File: src/rtl/wb_port_arbiter.sv
// Round-robin arbiter sharing the regfile write port between an ALU (A) and LSU (B) producer.
// Optional build macro: WB_ZERO_DROP_EN (drop transfers whose destination register is x0).
module wb_port_arbiter #(
    parameter int DATA_W = 32,
    parameter int ADDR_W = 5
) (
    input  logic              Clk,
    input  logic              Reset,
    input  logic              A_Valid,
    output logic              A_Ready,
    input  logic [DATA_W-1:0] A_Data,
    input  logic [ADDR_W-1:0] A_Rd,
    input  logic              B_Valid,
    output logic              B_Ready,
    input  logic [DATA_W-1:0] B_Data,
    input  logic [ADDR_W-1:0] B_Rd,
    output logic [DATA_W-1:0] Hold_A_Data,
    output logic [DATA_W-1:0] Hold_B_Data,
    output logic              Select,
    output logic              Wr_En,
    output logic [ADDR_W-1:0] Wr_Addr
);

    logic              vld_a_p0, vld_b_p0;
    logic              last_p0;
    logic [DATA_W-1:0] hold_data_a_p0, hold_data_b_p0;
    logic [ADDR_W-1:0] hold_rd_a_p0, hold_rd_b_p0;

    logic grant_a, grant_b;
    logic xfer_a, xfer_b;
    logic keep_a, keep_b;

    // Grant depends on registered state only, so Ready never sees Valid combinationally.
    always_comb begin
        grant_a = vld_a_p0 & (~vld_b_p0 | last_p0);
        grant_b = vld_b_p0 & (~vld_a_p0 | ~last_p0);
    end

    assign A_Ready = ~Reset & (~vld_a_p0 | grant_a);
    assign B_Ready = ~Reset & (~vld_b_p0 | grant_b);
    assign xfer_a  = A_Valid & A_Ready;
    assign xfer_b  = B_Valid & B_Ready;

`ifdef WB_ZERO_DROP_EN
    assign keep_a = |A_Rd;
    assign keep_b = |B_Rd;
`else
    assign keep_a = 1'b1;
    assign keep_b = 1'b1;
`endif

    assign Wr_En       = grant_a | grant_b;
    assign Wr_Addr     = grant_a ? hold_rd_a_p0 : (grant_b ? hold_rd_b_p0 : '0);
    // Idle Select parks on the last winner so the mux does not toggle; forced low in reset.
    assign Select      = ~Reset & (grant_b | (~grant_a & last_p0));
    assign Hold_A_Data = hold_data_a_p0;
    assign Hold_B_Data = hold_data_b_p0;

    // Holding-register stage: a transfer may refill an entry in the same cycle it is written.
    always_ff @(posedge Clk or posedge Reset) begin
        if (Reset) begin
            vld_a_p0       <= 1'b0;
            vld_b_p0       <= 1'b0;
            last_p0        <= 1'b1;
            hold_data_a_p0 <= '0;
            hold_data_b_p0 <= '0;
            hold_rd_a_p0   <= '0;
            hold_rd_b_p0   <= '0;
        end else begin
            if (xfer_a) begin
                hold_data_a_p0 <= A_Data;
                hold_rd_a_p0   <= A_Rd;
                vld_a_p0       <= keep_a;
            end else if (grant_a) begin
                vld_a_p0 <= 1'b0;
            end

            if (xfer_b) begin
                hold_data_b_p0 <= B_Data;
                hold_rd_b_p0   <= B_Rd;
                vld_b_p0       <= keep_b;
            end else if (grant_b) begin
                vld_b_p0 <= 1'b0;
            end

            if (grant_a) begin
                last_p0 <= 1'b0;
            end else if (grant_b) begin
                last_p0 <= 1'b1;
            end
        end
    end

endmodule

File: config.mk
export PLATFORM = sky130hd
export DESIGN_NAME = wb_port_arbiter
export DESIGN_NICKNAME = d
export VERILOG_FILES = /design/src/rtl/wb_port_arbiter.sv
export SDC_FILE = /design/constraint.sdc
export NUM_CORES = 1
export LEC_CHECK = 0
export ABC_AREA = 1
export BUFFER_PORTS_ARGS = -buffer_cell sky130_fd_sc_hd__buf_2
export CAP_MARGIN = 20
export CORE_ASPECT_RATIO = 0.9
export CORE_MARGIN = 2
export CORE_UTILIZATION = 47
export CTS_BUF_LIST = sky130_fd_sc_hd__clkbuf_8 sky130_fd_sc_hd__clkbuf_16
export CTS_CLUSTER_DIAMETER = 150
export DETAILED_ROUTE_END_ITERATION = 10
export MAX_ROUTING_LAYER = met4
export PLACE_DENSITY = 0.82
export SETUP_SLACK_MARGIN = 0.15
export SYNTH_ARGS = -nofsm -noshare
export SYNTH_HDL_FRONTEND = slang
export SYNTH_SLANG_ARGS = --single-unit
File: constraint.sdc
create_clock -name Clk -period 5.1 [get_ports Clk]
set_input_delay 1.02 -clock Clk [delete_from_list [all_inputs] [get_ports Clk]]
set_output_delay 1.02 -clock Clk [all_outputs]
set_load 0.01 [all_outputs]
# Word-level counts from Yosys, hierarchy flattened
# Cells that the tools add are included.
# totals
wordCells	37
input_bits	78
out_inout_bits	73
reg_bits	77
# classes
bitwise	19
muxes	8
n_reduce_logical	3
# ops
operator	count
5-bit two-way mux	2
1-bit bitwise AND	8
1-bit two-way mux	6
1-bit OR	6
2-bit nonzero test	3
1-bit NOT	5

# Longest topological paths before layout
# depth
ltp_word	7
ltp_mapped	7
mapped_depth_nobuf	5

# Worst setup path before layout
# Ideal clock, no wire load.
# synth_path
path_kind	input-to-output
startpoint	input port Reset
endpoint	output port A_Ready
t_required_ps	4080
path_stages	4
setup_slack_ps	212
n_path_buf	1
t_arrival_ps	3868
path_cell_list	inv_2 clkbuf_1 nand2_1 inv_1
# synth_via
elab_chain_cells	2
# synth_rtl
item	line	source
start, declared	8	input logic Reset,
1-bit NOT	39	assign A_Ready = ~Reset & (~vld_a_p0 | grant_a);
1-bit bitwise AND	39	
end, declared	10	output logic A_Ready,
# No other way between the ends.

# Worst setup path after layout
# layout_path
startpoint	input port Reset
endpoint	output port Select
# layout_via
elab_chain_cells	2
# layout_rtl
item	line	source
1-bit NOT	55	assign Select = ~Reset & (grant_b | (~grant_a & last_p0));
1-bit bitwise AND	55	
end, declared	19	output logic Select,
# No other way between the ends.

==> impl_metrics.ini <==
[min_path]
whs_path_depth = 2
holdPathEnd = Hold_B_Data[8]
min_from = Hold_B_Data[8]
hold_class = reg2reg

[layout]
final_nets = 575
final_cell_mix = nand2_1 (162), buf_2 (150), dfrtp_1 (76)
antennaDiodeCount = 0
final_common_cell = nand2_1
area_delta_synth_final_pct = 26.4
fin_util = 0.604
drive_gt1_frac = 0.349

[clock_tree]
cts_tree = done
postCtsHoldBufs = 0
cts_buffers = 9
cts_buffer_depth = 2
clk_pin_slew_ps = 80
clk_latency_ps = 340
cts_htree_levels = 3
cts_setup_buffers = 0
clock_sinks = 77
clockRootBuffer = clkbuf_8
cts_resized = 0

[detailed_routing]
routedWlPerCell_um = 13.8
via_per_inst = 5.11
drtIter0Drc = 177
dr.pass1.iters = 4
drc = 0
wl_mm = 8.19
vias = 3040
ant_nets = 0

[worst_setup_path]
r2r_slack_ps = 2700
cp.required_ps = 4080
rr_worst_depth = 5
cp-end-kind = primary output
reg2reg_from = last_p0
worstReg2RegEnd = Hold_A_Data[6]
crit_fanout = 62
worstSetupPathType = in2out
cp-start-kind = input pin
crit_arrival_ps = 1970

[logic_synthesis]
yosysWarnings = 0
ys_types = 15
ys_seq_elements = 77
ys_seq_area_frac = 0.579
avgSynthCellArea_um2 = 9.07
syn-num-nets = 445
synthCells = 367
netlist_area_um2 = 3330

[sta]
hold_violations = 0
grt_setup_unrepaired = false
finalSetupViolCount = 0
timing.fmax_mhz = 334
setup-tns-final_ps = 0
hold_ws_ps = 469
slew_headroom = 0.463
period_share = 0.587
tightest_slew_ps = 805
finClkSkew_ps = 8.86
slew_viol_final = 0
fin_crit_ps = 2990

[floorplanning]
num_rows = 29
dieArea_um2 = 7770
fp.coreArea_um2 = 6970
die_h_um = 83.8
ios = 151
initial_core_util = 0.478
die_w_um = 92.7

[placed_design]
io_buffer_count = 150
hpwlAfterDp_mm = 5.53
gp_congestion = 0.808

[global_route]
antenna_found_initial = 0
track_usage = 0.224
grt_pass1_wl_mm = 13.7
grt_pass1_vias = 2963
grt_max_degree = 63
grt_overflow = 0

[power_and_ir_drop]
vdd_drop_max_mv = 0.206
total_power_mw = 1.50
p_leak_nw = 2.42
power_density_nw_per_um2 = 356

[run_status]
status = complete, no violations

[run]
drv_cap = 0
==> metrics by stage <==
stage	worst slack (ps)	cell area, µm²	instances
6_report	2110	4210	595
5_1_grt	1920	4210	595
4_1_cts	2090	4210	595
3_5_place_dp	2090	4010	579
3_3_place_gp	2120	4010	579
2_1_floorplan	212	3330	367
==> critical path, cell delays in order <==
cell	delay, ps
buf_2	110
inv_4	460
and2_1	210
buf_2	120
==> area by class of cell <==
class | count | area [µm²]
Clock buffer | 13 | 179
Multi-Input combinational cell | 252 | 1170
Timing Repair Buffer | 153 | 773
Clock inverter | 3 | 18.8
Sequential cell | 77 | 1930
Tap cell | 93 | 116
Inverter | 4 | 17.5
Fill cell | 657 | 2760
==> cell usage after synthesis <==
master / instances / area (µm²)
nand2_1: 162 / 608
dfrtp_1: 76 / 1900
nand4_1: 74 / 463
buf_2: 14 / 70.1
nand3_1: 10 / 50.1
buf_4: 8 / 60.1
buf_1: 5 / 18.8
buf_6: 5 / 56.3
nand3_2: 4 / 40.0
clkbuf_1: 2 / 7.51
inv_1: 2 / 7.51
inv_2: 2 / 7.51
and2_1: 1 / 6.26
dfstp_2: 1 / 26.3
o21ai_0: 1 / 5.00
==> report_power, final <==
group	total [mW]	internal (mW)	switching, mW
registers	0.750	0.698	0.0516
clock network	0.443	0.229	0.215
logic	0.304	0.122	0.182
==> logic make-up (layout without fill, tap and decap cells) <==
kind of cell | after synthesis | after routing | share of synthesized area
and+or+nand+nor | 251 | 251 | 0.351
AOI/OAI and AO/OA | 1 | 1 | 0.00150
buffers and inverters | 38 | 173 | 0.0684
DFF | 77 | 77 | 0.579
==> worst max-delay path by stage <==
stage          startpoint  cells past startpoint      end  slack, ps
2_1_floorplan       Reset                      4  A_Ready        210
3_3_place_gp        Reset                      4   Select       2120
3_5_place_dp        Reset                      5  A_Ready       2090
4_1_cts          vld_a_p0                      4  A_Ready       2090
5_1_grt          vld_a_p0                      4  A_Ready       1920
6_report            Reset                      4   Select       2110
==> flip-flops by register name (all words and copies together), names as in the netlist <==
name          cells
hold_rd_a_p0      5
last_p0           1
hold_rd_b_p0      5
Hold_B_Data      32
Hold_A_Data      32
vld_b_p0          1
vld_a_p0          1
==> routing by layer <==
layer	share of wire	track usage	up-vias
met5	0	-	-
met4	0.015	0.0735	0
met3	0.050	0.0361	14
met2	0.50	0.367	101
met1	0.44	0.289	1429
li1	-	-	1496
Note: power is estimated with default switching activity, not from simulation.
